$ cat src/rtl/execute_muldiv_sequencer.sv
// execute_muldiv_sequencer
//   Iterative RV32M multiply/divide unit for the execute stage. The unit
//   produces one result bit per cycle: shift-add for multiply and restoring
//   division for divide. While the result is pending, it stalls the front of
//   the pipeline. Divide-by-zero and signed overflow finish in one cycle.
//
// Ports
//   clk        rising-edge clock
//   reset      asynchronous active-low reset
//   start      execute stage holds a valid M-extension instruction
//   kill       execute instruction is flushed (priority over start)
//   hold       external pipeline stall; keeps DONE (and Result) in place
//   MulDivOpE  funct3 of the M op
//   SrcA/SrcB  forwarded rs1/rs2 values, sampled in the start cycle only
//   stall      combinational freeze request to fetch/decode/execute
//   busy       sequencer is iterating (CALC)
//   valid      Result is available this cycle (DONE)
//   Result     final result, meaningful while valid
module execute_muldiv_sequencer #(
  parameter int DATA_WIDTH = 32
) (
  input  logic                  clk,
  input  logic                  reset,
  input  logic                  start,
  input  logic                  kill,
  input  logic                  hold,
  input  logic [2:0]            MulDivOpE,
  input  logic [DATA_WIDTH-1:0] SrcA,
  input  logic [DATA_WIDTH-1:0] SrcB,
  output logic                  stall,
  output logic                  busy,
  output logic                  valid,
  output logic [DATA_WIDTH-1:0] Result
);

  localparam int DW = DATA_WIDTH;
  localparam int CW = $clog2(DW);
  localparam logic [CW-1:0] LAST   = CW'(DW - 1);
  localparam logic [DW-1:0] ALL1   = '1;
  localparam logic [DW-1:0] MINNEG = {1'b1, {(DW-1){1'b0}}};

  typedef enum logic [1:0] {IDLE, CALC, DONE} state_t;

  state_t        r_state, w_state_n;
  logic [CW-1:0] r_count;
  logic [2:0]    r_op;
  logic          r_neg;     // final result is negated
  logic [DW-1:0] r_opnd;    // multiplicand (mul) or divisor (div) magnitude
  logic [DW-1:0] r_hi;      // product high half / partial remainder
  logic [DW-1:0] r_lo;      // multiplier -> product low half / dividend -> quotient

  // ---------------- decode of the incoming op (IDLE) ----------------
  logic          w_is_div, w_a_sgn, w_b_sgn, w_sa, w_sb, w_neg;
  logic          w_div0, w_ovf, w_special, w_go;
  logic [DW-1:0] w_abs_a, w_abs_b, w_spec_res;

  always_comb begin
    w_is_div = MulDivOpE[2];
    // mul: A signed unless MULHU; B signed for MUL/MULH. div: signed when funct3[0]==0.
    w_a_sgn  = w_is_div ? ~MulDivOpE[0] : ~(MulDivOpE[1] & MulDivOpE[0]);
    w_b_sgn  = w_is_div ? ~MulDivOpE[0] : ~MulDivOpE[1];
    w_sa     = w_a_sgn & SrcA[DW-1];
    w_sb     = w_b_sgn & SrcB[DW-1];
    w_abs_a  = w_sa ? (~SrcA + 1'b1) : SrcA;
    w_abs_b  = w_sb ? (~SrcB + 1'b1) : SrcB;
    // Remainder follows the dividend; everything else follows the sign XOR.
    w_neg    = (w_is_div & MulDivOpE[1]) ? w_sa : (w_sa ^ w_sb);
    w_div0   = w_is_div & (SrcB == '0);
    w_ovf    = w_is_div & ~MulDivOpE[0] & (SrcA == MINNEG) & (SrcB == ALL1);
    w_special = w_div0 | w_ovf;
    if (w_div0) w_spec_res = MulDivOpE[1] ? SrcA : ALL1;
    else        w_spec_res = MulDivOpE[1] ? '0   : MINNEG;
    w_go     = start & ~kill;
  end

  // ---------------- one iteration (CALC) ----------------
  logic [DW:0]     w_sum, w_shift;
  logic [DW-1:0]   w_diff, w_hi_n, w_lo_n, w_quo, w_rem, w_div_res, w_mul_res, w_final;
  logic            w_ge;
  logic [2*DW-1:0] w_prod, w_prod_s;

  always_comb begin
    // Multiply: conditional add into the high half, then shift {carry,hi,lo} right.
    w_sum   = {1'b0, r_hi} + {1'b0, (r_lo[0] ? r_opnd : '0)};
    // Divide: shift next dividend bit into the remainder, and subtract if it fits.
    w_shift = {r_hi, r_lo[DW-1]};
    w_ge    = (w_shift >= {1'b0, r_opnd});
    w_diff  = w_shift[DW-1:0] - r_opnd;   // exact whenever w_ge
    if (r_op[2]) begin
      w_hi_n = w_ge ? w_diff : w_shift[DW-1:0];
      w_lo_n = {r_lo[DW-2:0], w_ge};
    end else begin
      w_hi_n = w_sum[DW:1];
      w_lo_n = {w_sum[0], r_lo[DW-1:1]};
    end
    w_prod    = {w_hi_n, w_lo_n};
    w_prod_s  = r_neg ? (~w_prod + 1'b1) : w_prod;
    w_mul_res = (r_op[1:0] == 2'b00) ? w_prod_s[DW-1:0] : w_prod_s[2*DW-1:DW];
    w_quo     = w_lo_n;
    w_rem     = w_hi_n;
    w_div_res = r_op[1] ? w_rem : w_quo;
    if (r_op[2]) w_final = r_neg ? (~w_div_res + 1'b1) : w_div_res;
    else         w_final = w_mul_res;
  end

  // ---------------- FSM ----------------
  always_ff @(posedge clk or negedge reset) begin
    if (!reset) r_state <= IDLE;
    else        r_state <= w_state_n;
  end

  always_comb begin
    w_state_n = r_state;
    case (r_state)
      IDLE: if (w_go) w_state_n = w_special ? DONE : CALC;
      CALC: begin
        if (kill)                  w_state_n = IDLE;
        else if (r_count == LAST)  w_state_n = DONE;
      end
      DONE: if (kill || !hold)     w_state_n = IDLE;
      default:                     w_state_n = IDLE;
    endcase
  end

  // ---------------- datapath ----------------
  always_ff @(posedge clk or negedge reset) begin
    if (!reset) begin
      r_count <= '0;
      r_op    <= '0;
      r_neg   <= 1'b0;
      r_opnd  <= '0;
      r_hi    <= '0;
      r_lo    <= '0;
      Result  <= '0;
    end else begin
      case (r_state)
        IDLE: if (w_go) begin
          if (w_special) begin
            Result <= w_spec_res;
          end else begin
            r_op    <= MulDivOpE;
            r_neg   <= w_neg;
            r_count <= '0;
            r_hi    <= '0;
            r_opnd  <= w_is_div ? w_abs_b : w_abs_a;
            r_lo    <= w_is_div ? w_abs_a : w_abs_b;
          end
        end
        CALC: if (!kill) begin
          r_hi    <= w_hi_n;
          r_lo    <= w_lo_n;
          r_count <= r_count + CW'(1);
          if (r_count == LAST) Result <= w_final;
        end
        default: ;
      endcase
    end
  end

  assign busy  = (r_state == CALC);
  assign valid = (r_state == DONE);
  assign stall = start & ~kill & (r_state != DONE);

endmodule

$ cat config.mk
export PLATFORM = sky130hd
export DESIGN_NAME = execute_muldiv_sequencer
export DESIGN_NICKNAME = d
export VERILOG_FILES = /design/src/rtl/execute_muldiv_sequencer.sv
export SDC_FILE = /design/constraint.sdc
export NUM_CORES = 1
export LEC_CHECK = 0
export ABC_CLOCK_PERIOD_IN_PS = 12200
export BUFFER_PORTS_ARGS = -buffer_cell sky130_fd_sc_hd__buf_4
export CELL_PAD_IN_SITES_DETAIL_PLACEMENT = 0
export CELL_PAD_IN_SITES_GLOBAL_PLACEMENT = 2
export CORE_UTILIZATION = 30
export CTS_CLUSTER_DIAMETER = 100
export CTS_CLUSTER_SIZE = 10
export DETAILED_ROUTE_END_ITERATION = 10
export PLACE_DENSITY_LB_ADDON = 0.12
export SLEW_MARGIN = 25
export SYNTH_ARGS = -nofsm -noshare
export SYNTH_HDL_FRONTEND = slang
export SYNTH_SLANG_ARGS = --single-unit
$ cat constraint.sdc
create_clock -name clk -period 12.2 [get_ports clk]
set_input_delay 1.22 -clock clk [delete_from_list [all_inputs] [get_ports clk]]
set_output_delay 1.22 -clock clk [all_outputs]
set_load 0.1 [all_outputs]
Word level (Yosys, flattened, before mapping)
Index checks and enable logic that the tools add are counted.
{ "op_classes": {"add_sub_neg": 7, "mul": 0, "div_mod_pow": 0, "magnitude_cmp": 1, "n_eq_ne": 13, "n_shift": 0, "mux": 42, "n_bitwise": 21, "reduce_logical": 10} }
{ "op_table": {"columns": ["operator", "n"], "rows": [
  ["2-to-1 mux 32 bit", 25],
  ["case mux 32 bit (2 select lines)", 3],
  ["adder 32 x 1 -> 32 bit (second input constant)", 3],
  ["NOT 32 bit", 3],
  ["adder 64 x 1 -> 64 bit (second input constant)", 1],
  ["equality test 32 bit (second input constant)", 2],
  ["2-to-1 mux 64 bit", 1],
  ["NOT 64 bit", 1],
  ["adder 32 x 32 -> 33 bit", 1],
  ["greater-or-equal comparator 33 x 32 -> 1 bit", 1],
  ["zero test 32 bit", 1],
  ["subtractor 32 bit", 1],
  ["2-to-1 mux 5 bit", 3],
  ["AND 1 bit", 10],
  ["2-to-1 mux 2 bit", 5],
  ["inequality test 2 bit (second input constant)", 5],
  ["case mux 5 bit (2 select lines)", 1],
  ["case mux 2 bit (3 select lines)", 1],
  ["AND reduction 3 bit", 2],
  ["adder 5 x 1 -> 5 bit (second input constant)", 1],
  ["equality test 5 bit (second input constant)", 1],
  ["NOT 1 bit", 5],
  ["AND reduction 5 bit", 1],
  ["zero test 2 bit", 2],
  ["11 further kinds", 14]
]} }
{ "totals": {"reg_bits": 139, "latchBits": 0, "mem_bits_rw": 0, "rom_bits": 0, "inputBits": 72, "output_inout_bits": 35, "word_cells": 102, "memories": 0} }

Logic depth before layout (Yosys ltp)
{ "depth": {"ltp_word": 11, "ltp_mapped": 23} }

Worst setup path after synthesis
Ideal clock, no wire load.
{ "synth_timing": {"kind": "register to register", "start": "register r_hi[29]", "end": "register Result[26]", "setup_time_ns": 0.142, "arrival_time_ns": 4.716, "t_required_ns": 12.058, "setup_slack_ns": 7.342, "stages_incl_launch_ff": 22, "n_path_buf": 3, "synth_period_minus_slack_ns": 4.858, "path_cell_list": "dfrtp_1 -> ha_1 -> a21o_1 -> a211o_1 -> a211oi_2 -> a21o_2 -> buf_6 -> a31o_2 -> buf_2 -> ha_1 -> nand4b_1 -> nor2_1 -> nand2_1 -> or2_2 -> nor3b_2 -> nand2_1 -> or2_1 -> clkbuf_1 -> o31ai_1 -> xor2_1 -> a2111oi_0 -> a211oi_1"} }
{ "synth_between": {"elab_chain_len": 11, "word_cells_on_any_way": 16, "classes_between": "2 x add/sub; 1 x order compare; 11 x mux; 2 x bitwise"} }
{ "synth_lines": {"columns": ["item", "line_no", "rtl"], "rows": [
  ["start: declaration", "49", "logic [DW-1:0] r_hi;"],
  ["start signal: assignment", "150", "r_hi <= w_hi_n;"],
  ["greater-or-equal comparator 33 x 32 -> 1 bit (*)", "87", "w_ge = (w_shift >= {1'b0, r_opnd});"],
  ["2-to-1 mux 32 bit", "90", "w_hi_n = w_ge ? w_diff : w_shift[DW-1:0];"],
  ["2-to-1 mux 32 bit", "89", "if (r_op[2]) begin"],
  ["NOT 64 bit or 2-to-1 mux 32 bit (tied branches)", "97, 101", null],
  ["adder 64 x 1 -> 64 bit or NOT 32 bit (tied branches)", "97, 102", null],
  ["2-to-1 mux 64 bit or adder 32 x 1 -> 32 bit (tied branches)", "97, 102", null],
  ["2-to-1 mux 32 bit (on tied branches)", "98, 102", null],
  ["2-to-1 mux 32 bit (*)", "102", "if (r_op[2]) w_final = r_neg ? (~w_div_res + 1'b1) : w_div_res;"],
  ["2-to-1 mux 32 bit (*)", "153", "if (r_count == LAST) Result <= w_final;"],
  ["2-to-1 mux 32 bit (*)", "149", "CALC: if (!kill) begin"],
  ["case mux 32 bit (2 select lines) (*)", "136", "case (r_state)"],
  ["end signal: assignment", "139", "Result <= w_spec_res;"],
  ["end signal: assignment", "153", null],
  ["end: declaration", "33", "output logic [DATA_WIDTH-1:0] Result"]
]} }
Every way passes the cells marked *; elsewhere a longest branch is shown, timed or not. The select of a mux whose other input is x is not followed.
A chain may end at the register's enable or synchronous reset.

Worst setup path in the final report
{ "layout_timing": {"start": "register r_lo[0]", "end": "register Result[29]"} }
{ "layout_between": {"elab_chain_len": 11, "word_cells_on_any_way": 16, "classes_between": "3 x add/sub; 11 x mux; 2 x bitwise"} }
{ "layout_lines": {"columns": ["item", "line_no", "rtl"], "rows": [
  ["start: declaration", "50", "logic [DW-1:0] r_lo;"],
  ["start signal: assignment", "146", "r_lo <= w_is_div ? w_abs_a : w_abs_b;"],
  ["start signal: assignment", "151", "r_lo <= w_lo_n;"],
  ["2-to-1 mux 32 bit", "84", "w_sum = {1'b0, r_hi} + {1'b0, (r_lo[0] ? r_opnd : '0)};"],
  ["adder 32 x 32 -> 33 bit", "84", null],
  ["2-to-1 mux 32 bit", "89", null],
  ["NOT 64 bit or 2-to-1 mux 32 bit (tied branches)", "97, 101", null],
  ["adder 64 x 1 -> 64 bit or NOT 32 bit (tied branches)", "97, 102", null],
  ["2-to-1 mux 64 bit or adder 32 x 1 -> 32 bit (tied branches)", "97, 102", null],
  ["2-to-1 mux 32 bit (on tied branches)", "98, 102", null],
  ["2-to-1 mux 32 bit (*)", "102", null],
  ["2-to-1 mux 32 bit (*)", "153", null],
  ["2-to-1 mux 32 bit (*)", "149", null],
  ["case mux 32 bit (2 select lines) (*)", "136", null]
]} }
Marks and branches as above.

==> impl_metrics.env <==
export IMPL_status="finished, final reports clean"
export IMPL_yosysTopAreaCellShare_pct=20.66
export IMPL_routedWlPerCell_um=25.95
export IMPL_synth_cells=2347
export IMPL_worstSetupPathType="flip-flop to flip-flop"
export IMPL_drt_iter0_drc=1615
export IMPL_cts_resized=0
export IMPL_syn_nets=2492
export IMPL_ys_top_cells_by_count="291 x nand2_1, 235 x o21ai_0, 231 x nor2_1"
export IMPL_slew_headroom_pct=33.30
export IMPL_dpl_hpwl_um=62570
export IMPL_async_flop_share_pct=100.0
export IMPL_worst_slew_pin_slew_ns=1.001
export IMPL_vias_per_cell=5.800
export IMPL_internal_power_mw=1.887
export IMPL_routabilityCongestion=0.9212
export IMPL_ir_worst_vdd_v=0.00008173
export IMPL_synth_edf_count=0
export IMPL_power_density_nw_per_um2=228.9
export IMPL_finalPower_mw=4.309
export IMPL_cp_required_ns=12.56
export IMPL_cts_reportedPaths_clkPinSlew_ns=0.07
export IMPL_max_freq_ghz=0.1608
export IMPL_h_tree_depth=4
export IMPL_drt_first_pass_iters=5
export IMPL_yosysMostFrequentCell="nand2_1"
export IMPL_clock_skew_ns=0.01090
export IMPL_clockPowerShare_pct=13.3
export IMPL_die_x_um=238.9
export IMPL_combPwrFrac_pct=69.1
export IMPL_synthFlopType="dfrtp_1"
export IMPL_synth_seq_cells=139
export IMPL_io_buffer_count=106
export IMPL_antenna_found_initial=4
export IMPL_post_cts_buffers=0
export IMPL_critPathMaxFanout=32
export IMPL_drt_antenna_violating_nets=0
export IMPL_min_path_type="flip-flop to flip-flop"
export IMPL_grt_pass1_vias=17270
export IMPL_yosys_warnings=0
export IMPL_cts_sinks=139
export IMPL_drive_above_1_share_pct=10.53
export IMPL_startpoint_type="flip-flop"
export IMPL_wl_um=80780
export IMPL_routed_via_count=18060
export IMPL_netlist_top_cells_area="dfrtp_1 21%, o21ai_0 7.0%, nand2_1 6.5%"
export IMPL_cts_max_path_buffers=2
export IMPL_core_area_sq_um=55310
export IMPL_clk_latency_ns=0.47
export IMPL_rsz0062_at_grt="no"
export IMPL_maxCapViolations=0
export IMPL_p_seq_share_pct=17.6
export IMPL_track_usage_pct=28.21
export IMPL_grt_start_max_net_pins=101
export IMPL_die_area_sq_um=57070
export IMPL_power_switching_mw=2.422
export IMPL_fin_crit_ns=6.219
export IMPL_endpoint_kind="flip-flop"
export IMPL_setup_viol=0
export IMPL_finalSetupTns_ns=0
export IMPL_synth_area_sq_um=16830
export IMPL_drv_slew=0
export IMPL_dieHeight_um=238.9
export IMPL_hold_violations=0
export IMPL_fin_nets=2496
export IMPL_num_rows=86
export IMPL_worstPathArrival_ns=6.58
export IMPL_fin_crit_sh_pct=50.97
export IMPL_cts_root_buf="clkbuf_16"
export IMPL_synth_top_cell_by_area="dfrtp_1"
export IMPL_grt_pass1_wl_um=118600
export IMPL_area_delta_synth_final_pct=11.83
export IMPL_initial_core_util_pct=30.44
export IMPL_overflow=0
export IMPL_swShare_pct=56.20
export IMPL_synth_distinct_cells=102
export IMPL_holdBufCountCts=0
export IMPL_avgSynthCellArea_sq_um=7.173
export IMPL_p_leak_nw=7.467
export IMPL_numCtsBuffers=17
export IMPL_drc_errors=0
export IMPL_io_pins=107
export IMPL_synth_seq_area_share_pct=20.66
export IMPL_cts_tree="done"
==> logic make-up after synthesis <==
kind of cell,Yosys count,share of synthesized area (%)
simple gates,870,24.70
compound gates,797,30.33
buf+inv,232,5.611
xor+xnor,165,8.584
flops,139,20.66
fa+ha+maj,73,5.515
mux,71,4.601
==> worst max-delay path, cell delays in order (launching register included) <==
cell and delay [ns]:
dfrtp_1 0.38, buf_4 0.35, and2_1 0.19, ha_1 0.21, inv_1 0.07, fa_1 0.40
nand2b_1 0.21, a21o_1 0.22, a21boi_0 0.71, nor2_1 0.12, o31ai_1 0.46, xor2_1 0.18
mux4_2 0.51, nand3b_1 0.24, nor4b_2 0.57, nor3b_1 0.63, and2_1 0.21, a211oi_1 0.05
o311a_1 0.37
==> cell type report <==
class,instances,area [sq um]
well taps,748,935.9
repair buffers,141,1079
clock buffers,23,478.0
flip-flops and latches,139,3485
fillers,6035,36480
clock inverters,9,135.1
multi-input cells,1976,12430
diodes,1,2.502
inverters,76,285.3
==> sequential cells by signal, summed over array words and instances, names as in the netlist <==
name     count
r_hi        32
r_state      2
r_lo        32
Result      32
r_neg        1
r_op         3
r_opnd      32
r_count      5
==> power by group through the flow <==
stage	Combinational [mW]	Clock [mW]	Sequential, mW
CTS	2.93	0.586	0.752
global route	3.23	0.601	0.771
detailed placement	2.91	0	0.760
finish	2.98	0.574	0.758
global placement	2.92	0	0.759
floorplan	2.01	0	0.692
==> layer usage <==
metal  up-vias  share of wire (%)  GRT usage, %
li1       8602                  -             -
met1      8745                 48         40.72
met2       647                 44         43.40
met3        61                6.2         3.684
met4         0                2.4         8.197
met5         -                  0             0
==> worst paths after layout <==
check                           from         end  slack, ns  cells past startpoint
setup reg to reg             r_lo[0]  Result[29]       5.98                     18
min in group asynchronous      reset     r_op[2]       0.79                      1
hold reg to reg            Result[8]   Result[8]       0.49                      2
max in group asynchronous      reset  r_count[0]      10.16                      3
setup / recovery             r_lo[0]  Result[29]       5.98                     18
hold / removal             Result[8]   Result[8]       0.49                      2
==> cells in the final DEF (no fill, tap or decap), types with 33 or more instances in the layout <==
cell     instances
inv_1           73
nor2_1         229
and2_1          50
nor3_1          64
ha_1            71
buf_4          138
mux2i_1         56
a21oi_1        214
xor2_1          66
xnor2_1         99
a31oi_1         33
nand2_1        291
o21ai_0        235
nand3_1         53
dfrtp_1        136
==> through the flow <==
stage	util, %	area [sq um]	instances	hold WS [ns]	setup WS, ns
floorplan	-	16830	2347	0.4632	7.342
global placement	32.88	18190	3079	0.4714	6.141
detailed placement	32.89	18190	3079	0.4747	6.087
CTS	34.00	18800	3111	0.4910	6.083
global route	34.04	18820	3112	0.5133	5.672
finish	34.04	18830	3113	0.4855	5.981
Power figures use the tool's default switching activity.
